**src/rtl/rominit_seq.sv**
```systemverilog
// rominit_seq: streams loader bytes into the boot, chr and cart ROM regions and
// holds the console core in reset until both boot and chr images are loaded.
module rominit_seq #(
  parameter int BOOT_SIZE = 4096,
  parameter int CHR_SIZE  = 1024,
  parameter int CART_MAX  = 131072,
  parameter int WR_GAP    = 0
) (
  input  logic        CLK,
  input  logic        RES,
  input  logic        LD_START,
  input  logic [1:0]  LD_REGION,
  input  logic [7:0]  LD_DATA,
  input  logic        LD_VALID,
  input  logic        LD_LAST,
  output logic        LD_READY,
  output logic        ROMINIT_SEL_BOOT,
  output logic        ROMINIT_SEL_CHR,
  output logic        ROMINIT_SEL_CART,
  output logic [24:0] ROMINIT_ADDR,
  output logic [7:0]  ROMINIT_DATA,
  output logic        ROMINIT_VALID,
  output logic        DONE_BOOT,
  output logic        DONE_CHR,
  output logic        DONE_CART,
  output logic        ERR,
  output logic        SYS_RES
);

  // IDLE wait for start | SETUP raise select | XFER take bytes | GAP pace writes | FLUSH drop select
  typedef enum logic [2:0] {S_IDLE, S_SETUP, S_XFER, S_GAP, S_FLUSH} state_t;

  localparam logic [15:0] GAP_LOAD = (WR_GAP > 0) ? 16'(WR_GAP - 1) : 16'd0;

  state_t      state, state_nxt;
  logic [1:0]  region;
  logic [24:0] count, limit, last_len;
  logic [15:0] gap_cnt;
  logic        accept, at_limit, start_ok, start_bad;

  always_comb begin
    case (region)
      2'd0:    limit = 25'(BOOT_SIZE);
      2'd1:    limit = 25'(CHR_SIZE);
      default: limit = 25'(CART_MAX);
    endcase
  end

  assign at_limit = (count == limit);
  assign last_len = count + 25'd1;

  always_comb begin
    state_nxt = state;
    LD_READY  = 1'b0;
    accept    = 1'b0;
    start_ok  = 1'b0;
    start_bad = 1'b0;
    case (state)
      S_IDLE: begin
        if (LD_START) begin
          if (LD_REGION != 2'd3) begin
            start_ok  = 1'b1;
            state_nxt = S_SETUP;
          end else begin
            start_bad = 1'b1;
          end
        end
      end
      S_SETUP: state_nxt = S_XFER;
      S_XFER: begin
        // limit check precedes any accept, so the counter can never pass the region size
        if (at_limit) begin
          state_nxt = S_FLUSH;
        end else begin
          LD_READY = 1'b1;
          if (LD_VALID) begin
            accept = 1'b1;
            if (LD_LAST)         state_nxt = S_FLUSH;
            else if (WR_GAP > 0) state_nxt = S_GAP;
          end
        end
      end
      S_GAP:   if (gap_cnt == 16'd0) state_nxt = S_XFER;
      S_FLUSH: state_nxt = S_IDLE;
      default: state_nxt = S_IDLE;
    endcase
  end

  always_ff @(posedge CLK or posedge RES) begin
    if (RES) state <= S_IDLE;
    else     state <= state_nxt;
  end

  always_ff @(posedge CLK or posedge RES) begin
    if (RES) begin
      region        <= 2'd0;
      count         <= 25'd0;
      gap_cnt       <= 16'd0;
      ROMINIT_ADDR  <= 25'd0;
      ROMINIT_DATA  <= 8'd0;
      ROMINIT_VALID <= 1'b0;
      DONE_BOOT     <= 1'b0;
      DONE_CHR      <= 1'b0;
      DONE_CART     <= 1'b0;
      ERR           <= 1'b0;
    end else begin
      ROMINIT_VALID <= accept;
      if (accept) begin
        ROMINIT_ADDR <= count;
        ROMINIT_DATA <= LD_DATA;
        count        <= last_len;
        gap_cnt      <= GAP_LOAD;
      end else if (state == S_GAP) begin
        gap_cnt <= gap_cnt - 16'd1;
      end
      if (start_ok) begin
        region <= LD_REGION;
        count  <= 25'd0;
        ERR    <= 1'b0;
        case (LD_REGION)
          2'd0:    DONE_BOOT <= 1'b0;
          2'd1:    DONE_CHR  <= 1'b0;
          default: DONE_CART <= 1'b0;
        endcase
      end
      if (start_bad || (state == S_XFER && at_limit)) ERR <= 1'b1;
      // boot and chr must be filled exactly; any non-empty cart image is accepted
      if (accept && LD_LAST) begin
        case (region)
          2'd0: if (last_len == limit) DONE_BOOT <= 1'b1; else ERR <= 1'b1;
          2'd1: if (last_len == limit) DONE_CHR  <= 1'b1; else ERR <= 1'b1;
          default: DONE_CART <= 1'b1;
        endcase
      end
    end
  end

  assign ROMINIT_SEL_BOOT = (state != S_IDLE) && (region == 2'd0);
  assign ROMINIT_SEL_CHR  = (state != S_IDLE) && (region == 2'd1);
  assign ROMINIT_SEL_CART = (state != S_IDLE) && (region == 2'd2);
  assign SYS_RES          = !(DONE_BOOT && DONE_CHR && state == S_IDLE);

endmodule
```
**config.mk**
```make
export PLATFORM = sky130hd
export DESIGN_NAME = rominit_seq
export DESIGN_NICKNAME = d
export VERILOG_FILES = /design/src/rtl/rominit_seq.sv
export SDC_FILE = /design/constraint.sdc
export NUM_CORES = 1
export LEC_CHECK = 0
export BUFFER_PORTS_ARGS = -buffer_cell sky130_fd_sc_hd__buf_2
export CORE_MARGIN = 1
export CORE_UTILIZATION = 58
export DETAILED_ROUTE_END_ITERATION = 8
export PLACE_DENSITY_LB_ADDON = 0.25
export SLEW_MARGIN = 0
export SYNTH_ARGS = -nofsm -noshare
export SYNTH_HDL_FRONTEND = slang
export SYNTH_SLANG_ARGS = --single-unit
export TNS_END_PERCENT = 50
```
**constraint.sdc**
```tcl
create_clock -name CLK -period 3.8 [get_ports CLK]
set_input_delay 0.57 -clock CLK [delete_from_list [all_inputs] [get_ports CLK]]
set_output_delay 0.57 -clock CLK [all_outputs]
set_load 0.05 [all_outputs]
```
After elaboration in Yosys (flattened, before gate mapping)

Cells that the tools add are included.

Add/subtract/negate cells: 2
Eq/ne operators: 14
Muxes and demuxes: 42
Reduce and logical (&&, ||, !) cells: 19

Operators with widths:

| kind                  | number |
|---|---|
| $eq 25x25->1          | 2 |
| $mux 25               | 2 |
| $pmux 18 s2           | 1 |
| $mux 16               | 2 |
| $mux 1                | 30 |
| $add 25x1->25 const B | 1 |
| $mux 3                | 6 |
| $logic_not 16->1      | 1 |
| $sub 16x1->16 const B | 1 |
| $pmux 3 s4            | 1 |
| $ne 2x2->1 const B    | 4 |
| $logic_and 1x1->1     | 7 |
| $eq 3x2->1 const B    | 2 |
| $ne 3x3->1 const B    | 2 |
| $reduce_and 5->1      | 1 |
| $eq 2x1->1 const B    | 2 |
| $logic_not 2->1       | 2 |
| $reduce_bool 2->1     | 2 |
| $reduce_or 2->1       | 2 |
| $eq 3x1->1 const B    | 1 |
| $logic_not 3->1       | 1 |
| $reduce_bool 3->1     | 1 |
| $eq 2x2->1 const B    | 1 |
| $logic_not 1->1       | 1 |
| $logic_or 1x1->1      | 1 |

Register bits after elaboration: 84
Bits of input ports: 15
Output and inout port bits: 43

Depth between registers and ports, before layout

Gate-level depths: netlist of run 1.

Depth in word-level cells: 9
Mapped depth: 11
Mapped depth without buffers: 10

Least setup slack after synthesis of run 1

OpenSTA, ideal clock, no wires.

Path type: register to register
From: register count[0]
To: register ERR
Library setup time: 0.126 ns
Arrival time: 2.600 ns
Required time: 3.674 ns
Setup slack: 1.074 ns
Stages on the path, launching flop included: 10
Path buffers: 1
Cell sequence: dfrtp_1 -> ha_1 -> and3_1 -> clkbuf_1 -> and4_1 -> maj3_2 -> o21ai_0 -> o2111ai_1 -> or4_4 -> a221o_1

Longest elaborated chain between the ends: 7
Elaborated cells on any way between the ends: 12
Classes of those cells: 1 x add/sub; 2 x eq/ne; 6 x mux; 3 x reduce/logical

Ends and longest elaborated chain:

| element                                               | line | RTL |
|---|---|---|
| start: declaration                                    | 37   | `logic [24:0] count, limit, last_len;` |
| start signal: assignment                              | 111  | `count <= last_len;` |
| branches (longest 6 deep; another with $add 25x1->25) | -    |  |
| $mux 1 (*)                                            | 128  | `if (accept && LD_LAST) begin` |
| end signal: assignment                                | 126  | `if (start_bad \|\| (state == S_XFER && at_limit)) ERR <= 1'b1;` |
| end signal: assignment                                | 130  | `2'd0: if (last_len == limit) DONE_BOOT <= 1'b1; else ERR <= 1'b1;` |
| end signal: assignment                                | 131  | `2'd1: if (last_len == limit) DONE_CHR <= 1'b1; else ERR <= 1'b1;` |
| end: declaration                                      | 26   | `output logic ERR,` |

Mark *: on every way between the ends.
A chain may end at the register's enable or synchronous reset.

Worst setup path after layout of run 1

From: register count[0]
To: output LD_READY

Longest elaborated chain between the ends: 3

Ends and longest elaborated chain:

| element          | line | RTL |
|---|---|---|
| $eq 25x25->1     | 49   | `assign at_limit = (count == limit);` |
| $mux 1           | 72   | `if (at_limit) begin` |
| $mux 1           | 58   | `case (state)` |
| end: declaration | 16   | `output logic LD_READY,` |

No other way between the ends.

==> results of run 1 <==
power by group through the flow:
stage               registers, mW  clock network (mW)  logic [mW]
floorplan                    1.38                   0       0.698
global placement             1.19                   0        1.07
detailed placement           1.20                   0        1.09
CTS                          1.19               0.812        1.10
global route                 1.21               0.841        1.19
finish                       1.19               0.801        1.10
worst register-to-register path: cells and delay by family (launching register included):
family,cells,cell delay [ns]
simple gates,5,1.57
buf+inv,2,0.62
flops,1,0.45
compound gates,2,0.27
fa+ha+maj,1,0.15
metal layers:
| layer | vias up | wire length (microns) | part of all wire [%] |
|---|---|---|---|
| met4 | 0 | 274 | 2.9 |
| met3 | 26 | 464 | 4.9 |
| met1 | 1765 | 4310 | 45 |
| met2 | 111 | 4420 | 47 |
| li1 | 1763 | - | - |
| met5 | - | 0 | 0 |
placed cells by master (no fill, tap or decap), types with 3 or more instances in the layout:
cell type	instances
nand2_1	128
dfrtp_1	84
buf_2	57
nor2_1	42
o21ai_0	28
xnor2_1	21
nand3_1	16
a21oi_1	15
nor3_1	14
o21ai_1	13
o31ai_1	10
clkbuf_8	10
nand4_1	7
and3_1	7
nor4_1	6
inv_1	6
xor2_1	6
buf_4	5
and2_1	4
a31oi_1	4
mux2i_1	3
or3_1	3
or4_1	3
nand3b_1	3
and4_1	3
ha_1	3
bufinv_16	3
registers in the layout, summed over array words and instances, names as in the netlist:
name and flops:
DONE_BOOT 1, ROMINIT_DATA 8, ROMINIT_ADDR 25, region 2
DONE_CART 1, gap_cnt 16, count 25, ERR 1
DONE_CHR 1, ROMINIT_VALID 1, state 3
layout make-up:
type                       count  area (sq um)  share of cell area, %
sequential                    84          2100                   43.2
multi-input combinational    369          2020                   41.6
timing repair buffer          62           323                   6.64
clock buffer                  10           138                   2.83
tap                           99           124                   2.55
clock inverter                 6           119                   2.45
inverter                       8          33.8                  0.695
worst paths after layout:
path / start / end / cells past startpoint
min in group CLK: LD_DATA[4] / ROMINIT_DATA[4] / 3
hold reg to reg: ROMINIT_DATA[3] / ROMINIT_DATA[3] / 2
setup reg to reg: count[0] / count[17] / 10
hold / removal: RES / ROMINIT_DATA[0] / 2
setup / recovery: count[0] / LD_READY / 7
max in group asynchronous: RES / count[12] / 3
kinds of logic (layout without fill, tap and decap cells):
family          after synthesis  in the layout  share of synthesized area [%]
mux                           3              3                          0.692
compound gates               82             82                           11.1
buf+inv                      42             86                           4.96
xor+xnor                     27             27                           5.45
simple gates                253            253                           28.2
flops                        84             84                           48.4
fa+ha+maj                     4              4                           1.12
==> impl_metrics.tcl, run 1 <==
set metrics [dict create \
    synth_most_common_cell "nand2_1" \
    min_period_ns 3.26 \
    cp-start-kind "flip-flop" \
    synth_top_area_share_pct 48.4 \
    synth-seq-area-share_pct 48.4 \
    cts_root_buffer "clkbuf_8" \
    critical_path_buf_inv_count 2 \
    start_util_pct 59.8 \
    cts_htree_levels 3 \
    grt_pass1_vias 3351 \
    drive_gt1_share_pct 16.9 \
    drtIter0Drc 192 \
    nets 552 \
    place.gp.congestion 0.898 \
    cts.sink_count 84 \
    p_leak_nw 2.43 \
    remaining_drc_errors 0 \
    synthesis.nets 513 \
    insertion_delay_ns 0.36 \
    relSlewSlack_pct 53.5 \
    synthDistinctLibCells 52 \
    path_delay_family "simple AND/OR/NAND/NOR gates" \
    power.density_mw_per_mm2 634 \
    fin_worst_skew_ns 0.00999 \
    rows 31 \
    fin_total_pwr_mw 3.08 \
    yosysTopAreaCell "dfrtp_1" \
    die-area_sq_mm 0.00783 \
    worstSetupPathType "flip-flop to output port" \
    async_flop_share_pct 100 \
    wire_per_inst_microns 14.8 \
    port_buffers 57 \
    grtUsageMet1_pct 34.0 \
    grt_max_degree 68 \
    p_sw_mw 1.27 \
    die_w_microns 88.5 \
    cpPeakStageDelay_ns 0.45 \
    drtAntennaViolNets 0 \
    dr.pass1.iters 4 \
    worst_hold_slack_ns 0.189 \
    cpMaxStageDelayCell "dfrtp_1" \
    postCtsResizedCells 0 \
    cts_tree "done" \
    crit_chain "inv_1 > ha_1 > or4b_1 > or4_1 > nor4_1 > nor2_1 > buf_2" \
    ys_warn_count 0 \
    synthToLayoutAreaGrowth_pct 12.0 \
    clkSlewWorstSetupHoldPaths_ns 0.09 \
    antenna_found_initial 0 \
    routed_wl_mm 9.46 \
    hold_buffers 0 \
    end_kind "output port" \
    grt-ovfl-total 0 \
    synth_area_sq_mm 0.00434 \
    pre_cts_slack_ns 0.658 \
    grt_setup_unrepaired "no" \
    vias 3665 \
    min_period_over_period_pct 85.7 \
    pwr-share-comb_pct 35.5 \
    hold_viol 0 \
    min_path_type "primary input to asynchronous set/reset pin" \
    cts_buffers 9 \
    synth.avg_cell_area_sq_um 8.77 \
    post_cts_buffers 0 \
    num_antenna_cells 0 \
    finalSetupViolations 0 \
    synth_enable_flop_cells 0 \
    cp_data_required_time_ns 3.23 \
    power_frac_seq_pct 38.5 \
    via_per_inst 5.74 \
    clock_path_buffers 2 \
    status "completed" \
    fin_tns_setup_ns 0 \
    use_met3_pct 3.73 \
    fin_cells 638 \
    timing.final.ws_setup_ns 0.544 \
    core_sq_mm 0.00725 \
    yosys-top-cells-area "dfrtp_1, nand2_1, xnor2_1" \
    worst_pin_slew_ns 0.697 \
    grt-busiest-layer "met2" \
    fin_area_sq_mm 0.00486 \
    fin_util_pct 67.0 \
    synth_commonest_cells "nand2_1, dfrtp_1, nor2_1, o21ai_0, buf_2" \
    grt_use_met2_pct 40.6 \
    swShare_pct 41.1 \
    worstPathArrival_ns 2.69 \
    placed_cell_area_sq_mm 0.00460 \
    fill_cells 617 \
    drv_cap 0 \
    ys_ff_latch 84 \
    clockPowerShare_pct 26.0 \
    grt.total_usage_pct 25.5 \
    die_h_microns 88.5 \
    reg2reg_slack_ns 0.61 \
    hpwl_mm 6.33 \
    critical_path.max_fanout 6 \
    ir_drop_mv 0.254 \
    synth_flop_cell "dfrtp_1" \
    synthCells 495 \
    p_int_mw 1.82 \
    io-pin-count 58 \
    placed_cells 622 \
    fmax_mhz 307 \
    final_max_slew_viol_count 0 \
    grt_pass1_wl_mm 15.3 \
]
(Power assumes the default switching activity.)
==> run 2, diff against run 1 <==
--- a/config.mk
+++ b/config.mk
@@ -7,7 +7,7 @@
 export LEC_CHECK = 0
 export BUFFER_PORTS_ARGS = -buffer_cell sky130_fd_sc_hd__buf_2
 export CORE_MARGIN = 1
-export CORE_UTILIZATION = 58
+export CORE_UTILIZATION = 52
 export DETAILED_ROUTE_END_ITERATION = 8
 export PLACE_DENSITY_LB_ADDON = 0.25
 export SLEW_MARGIN = 0
==> constraint.sdc (replaced) <==
create_clock -name CLK -period 2.72 [get_ports CLK]
set_input_delay 0.408 -clock CLK [delete_from_list [all_inputs] [get_ports CLK]]
set_output_delay 0.408 -clock CLK [all_outputs]
set_load 0.05 [all_outputs]
==> run 2 against run 1 <==
Net effect: the run now ends with negative setup slack left; count of clock-buffer cells in the layout did not move; register-to-register slack got worse by 0.78 ns; final cell count rose by 13%; clock skew rose by 0.0053 ns; largest power group is now combinational cells; global-route usage rose by 2.3 points; flip-flop and latch count did not move.
==> impl_metrics.tcl, run 2 (synthesis gave the netlist of run 1 again) <==
set metrics [dict create \
    insertion_delay_ns 0.37 \
    grt_pass1_vias 3913 \
    critical_path_buf_inv_count 3 \
    grt_setup_unrepaired "yes" \
    drtIter0Drc 350 \
    io-pin-count 58 \
    cp_data_required_time_ns 2.97 \
    synthToLayoutAreaGrowth_pct 32.3 \
    via_per_inst 5.71 \
    place.gp.congestion 0.931 \
    clkSlewWorstSetupHoldPaths_ns 0.10 \
    cpPeakStageDelay_ns 0.52 \
    grtUsageMet1_pct 36.8 \
    power.density_mw_per_mm2 813 \
    die-area_sq_mm 0.00871 \
    timing.final.ws_setup_ns -0.174 \
    cpMaxStageDelayCell "or4_4" \
    p_leak_nw 2.88 \
    clock_path_buffers 2 \
    die_h_microns 93.4 \
    port_buffers 57 \
    cts_htree_levels 3 \
    dr.pass1.iters 5 \
    relSlewSlack_pct 56.2 \
    cts_buffers 9 \
    reg_top3 "ROMINIT_ADDR: 25 flops, count: 25 flops, gap_cnt: 16 flops" \
    critical_path.max_fanout 5 \
    final_max_slew_viol_count 0 \
    fin_tns_setup_ns -2.68 \
    grt_max_degree 36 \
    cts_tree "done" \
    min_period_ns 2.89 \
    use_met3_pct 5.20 \
    ir_drop_mv 0.382 \
    grt-ovfl-total 0 \
    grt_use_met2_pct 45.9 \
    antenna_found_initial 0 \
    drive_gt1_share_pct 32.3 \
    grt_pass1_wl_mm 18.7 \
    crit_chain "inv_2 > ha_4 > or4b_1 > or4_4 > or4_4 > nand4_4 > buf_6 > buf_6 > nor2_2 > o21ai_1 > o31ai_1" \
    worst_pin_slew_ns 0.656 \
    hold_buffers 0 \
    wire_per_inst_microns 16.9 \
    drv_cap 0 \
    worstPathArrival_ns 3.14 \
    num_antenna_cells 0 \
    min_path_type "primary input to asynchronous set/reset pin" \
    nets 633 \
    grt.total_usage_pct 27.9 \
    core_sq_mm 0.00789 \
    rows 32 \
    remaining_drc_errors 0 \
    fin_worst_skew_ns 0.0152 \
    vias 4125 \
    finalSetupViolations 60 \
    path_delay_family "simple AND/OR/NAND/NOR gates" \
    violations "negative setup slack" \
    cts_root_buffer "clkbuf_8" \
    end_kind "flip-flop" \
    cts.sink_count 84 \
    worst_hold_slack_ns 0.0961 \
    status "finished with violations" \
    hold_viol 0 \
    worstSetupPathType "flip-flop to flip-flop" \
    min_period_over_period_pct 106 \
    hpwl_mm 7.55 \
    grt-busiest-layer "met2" \
    routed_wl_mm 12.2 \
    layout_commonest_cell "nand2_1" \
    fmax_mhz 346 \
    die_w_microns 93.4 \
    cp-start-kind "flip-flop" \
    final_cell_mix "nand2_1, dfrtp_1, buf_4, buf_2, nor2_1" \
    drtAntennaViolNets 0 \
    start_util_pct 55.0 \
]
[run 2: stage by stage]
step | utilization, % | cell area (sq um) | power [mW] | instances | setup WS, ns
global route | 72.8 | 5740 | 4.92 | 722 | -0.251
floorplan | - | 4340 | 2.90 | 495 | 0.0336
finish | 72.8 | 5740 | 4.67 | 722 | -0.174
detailed placement | 63.6 | 5020 | 3.33 | 674 | -0.0426
CTS | 68.8 | 5420 | 4.38 | 705 | -0.0740
global placement | 63.6 | 5020 | 3.27 | 674 | 0.0154
[run 2: final cells by class]
| type | count | area (sq um) |
|---|---|---|
| Multi-Input combinational cell | 372 | 2220 |
| Fill cell | 566 | 2150 |
| Sequential cell | 84 | 2100 |
| Timing Repair Buffer | 140 | 1070 |
| Clock buffer | 10 | 138 |
| Tap cell | 102 | 128 |
| Clock inverter | 6 | 45.0 |
| Inverter | 8 | 38.8 |
[run 2: repair_timing]
action,in CTS,in global routing
setup endpoints to repair,39,71
cloned,3,3
gates resized for setup,19,55
buffers inserted,12,14
pin swaps,8,24
[run 2: power breakdown]
part           switching, mW  internal [mW]
sequential             0.173           1.46
clock                  0.492          0.364
combinational           1.38          0.804
[run 2: layer usage]
metal / share of wire (%) / vias up
li1: - / 1935
met1: 42 / 2007
met2: 49 / 150
met3: 6.0 / 33
met4: 2.8 / 0
met5: 0 / -
[run 2: final timing paths]
kind / start / endpoint / slack (ns) / cells after the start
worst max-delay path: count[1] / count[9] / -0.17 / 11
worst min-delay path: RES / ROMINIT_ADDR[3] / 0.1 / 2
worst max register to register: count[1] / count[9] / -0.17 / 11
worst min register to register: ROMINIT_ADDR[10] / ROMINIT_ADDR[10] / 0.48 / 2
max in group asynchronous: RES / region[0] / 1.87 / 3
min in group CLK: LD_DATA[1] / ROMINIT_DATA[1] / 0.23 / 3
==> run 3, diff against run 2 <==
--- a/config.mk
+++ b/config.mk
@@ -10,6 +10,7 @@
 export CORE_UTILIZATION = 52
 export DETAILED_ROUTE_END_ITERATION = 8
 export PLACE_DENSITY_LB_ADDON = 0.25
+export RECOVER_POWER = 25
 export SLEW_MARGIN = 0
 export SYNTH_ARGS = -nofsm -noshare
 export SYNTH_HDL_FRONTEND = slang
==> run 3 against run 2 <==
Net effect: the run ends with max-capacitance violations, max-slew violations, negative setup slack left; sequential power is essentially flat; clock skew is essentially flat; hold slack better by 0.14 ns; non-clock buffer count unchanged; highest routed layer unchanged.
==> impl_metrics.tcl, run 3 (synthesis gave the netlist of run 1 again) <==
set metrics [dict create \
    drv_cap 1 \
    rows 32 \
    core_sq_mm 0.00789 \
    violations "max-capacitance violations, max-slew violations, negative setup slack" \
    worst_pin_slew_ns 1.56 \
    cts_buffers 9 \
    grt.total_usage_pct 27.9 \
    timing.final.ws_setup_ns -0.175 \
    clockPowerShare_pct 18.3 \
    fmax_mhz 345 \
    final_cell_mix "nand2_1, dfrtp_1, buf_4, buf_2, nor2_1" \
    hold_buffers 0 \
    pre_cts_slack_ns -0.0426 \
    critical_path_buf_inv_count 3 \
    cts_htree_levels 3 \
    crit_chain "inv_2 > ha_4 > or4b_1 > or4_4 > or4_4 > nand4_4 > buf_6 > buf_6 > nor2_2 > o21ai_1 > o31ai_1" \
    cpPeakStageDelay_ns 0.52 \
    cts_tree "done" \
    wire_per_inst_microns 16.9 \
    p_int_mw 2.62 \
    finalSetupViolations 61 \
    antenna_found_initial 0 \
    io-pin-count 58 \
    nets 633 \
    p_leak_nw 2.87 \
    place.gp.congestion 0.931 \
    routed_wl_mm 12.2 \
    cp_data_required_time_ns 2.97 \
    end_kind "flip-flop" \
    start_util_pct 55.0 \
    via_per_inst 5.77 \
    grt_setup_unrepaired "yes" \
    worstSetupPathType "flip-flop to flip-flop" \
    relSlewSlack_pct -4.86 \
    drtIter0Drc 353 \
    clock_path_buffers 2 \
    cpMaxStageDelayCell "or4_4" \
    status "finished with violations" \
    drtAntennaViolNets 0 \
    grt_max_degree 36 \
    placed_cell_area_sq_mm 0.00502 \
    min_period_over_period_pct 106 \
    cts_root_buffer "clkbuf_8" \
    path_delay_family "simple AND/OR/NAND/NOR gates" \
    cts.sink_count 84 \
    min_period_ns 2.90 \
    fin_area_sq_mm 0.00573 \
    grt_pass1_vias 3913 \
    clkSlewWorstSetupHoldPaths_ns 0.09 \
    synthToLayoutAreaGrowth_pct 32.0 \
    port_buffers 57 \
    worstPathArrival_ns 3.14 \
    multi_input_area_sq_mm 0.00222 \
    ir_drop_mv 0.381 \
    vias 4163 \
    min_path_type "primary input to flip-flop" \
    num_antenna_cells 0 \
    drive_gt1_share_pct 32.3 \
    p_sw_mw 2.04 \
    die_w_microns 93.4 \
    power.density_mw_per_mm2 814 \
    critical_path.max_fanout 5 \
    grt_pass1_wl_mm 18.7 \
    fill_cells 568 \
    layout_commonest_cell "nand2_1" \
    pwr-share-comb_pct 46.7 \
    insertion_delay_ns 0.37 \
    seqCellArea_sq_mm 0.00210 \
    die_h_microns 93.4 \
    hpwl_mm 7.55 \
    die-area_sq_mm 0.00871 \
    swShare_pct 43.7 \
    fin_worst_skew_ns 0.0156 \
    power_frac_seq_pct 35.0 \
    reg_top3 "ROMINIT_ADDR: 25 flops, count: 25 flops, gap_cnt: 16 flops" \
    remaining_drc_errors 0 \
    cp-start-kind "flip-flop" \
    dr.pass1.iters 5 \
    grt-ovfl-total 0 \
    hold_viol 0 \
    final_max_slew_viol_count 36 \
]
## run 3: cell count changes in the layout (fill, tap and decap cells not counted), sizes merged
cell and change:
clkbuf +1, clkinv -1, buf -1, clkinvlp +1
## run 3: path summary, 6_finish.rpt
| path | slack [ns] | from | depth (start not counted) | to |
|---|---|---|---|---|
| worst max-delay path | -0.18 | count[1] | 11 | count[9] |
| worst max register to register | -0.18 | count[1] | 11 | count[9] |
| worst min register to register | 0.48 | ROMINIT_ADDR[10] | 2 | ROMINIT_ADDR[10] |
| min in group asynchronous | 0.39 | RES | 2 | ROMINIT_DATA[2] |
| worst min-delay path | 0.23 | LD_DATA[1] | 3 | ROMINIT_DATA[1] |
| max in group asynchronous | 0.99 | RES | 3 | count[16] |
## run 3: layout make-up
type                            count  area share [%]
Clock buffer                       10            2.40
Multi-Input combinational cell    372            38.8
Clock inverter                      6           0.787
Sequential cell                    84            36.7
Timing Repair Buffer              140            18.4
Inverter                            8           0.677
Tap cell                          102            2.23
## run 3: power by group through the flow
stage                     sequential (mW)  clock [mW]  combinational [mW]
final                                1.63       0.851                2.18
after global routing                 1.66       0.920                2.33
after CTS                            1.62       0.861                1.90
after detailed placement             1.65           0                1.68
after global placement               1.63           0                1.64
after floorplan                      1.92           0               0.975
## run 3: worst min-delay path: cells and delay by family
kind          cells  cell delay (ns)
simple gates      2             0.09
buf+inv           1             0.07
## run 3: through the flow
stage	util, %	power [mW]	cells	hold slack [ns]	setup TNS (ns)
floorplan	-	2.90	495	0.484	0
global placement	63.6	3.27	674	0.454	0
global route	72.6	4.91	722	0.238	-8.59
finish	72.6	4.66	722	0.232	-2.81
CTS	68.8	4.38	705	0.111	-0.186
detailed placement	63.6	3.33	674	0.458	-0.499
## run 3: repair_timing
action                     in CTS  in global routing
setup buffers                  12                 14
setup endpoints to repair      39                 71
gates resized for setup        19                 55
gates cloned                    3                  3
pin swaps                       8                 24
## run 3: per-layer routing
layer	global-route usage (%)	wire, microns	vias to the layer above
li1	-	-	1936
met1	36.8	5150	2037
met2	45.9	5960	158
met3	5.20	742	32
met4	9.87	352	0
met5	0	0	-
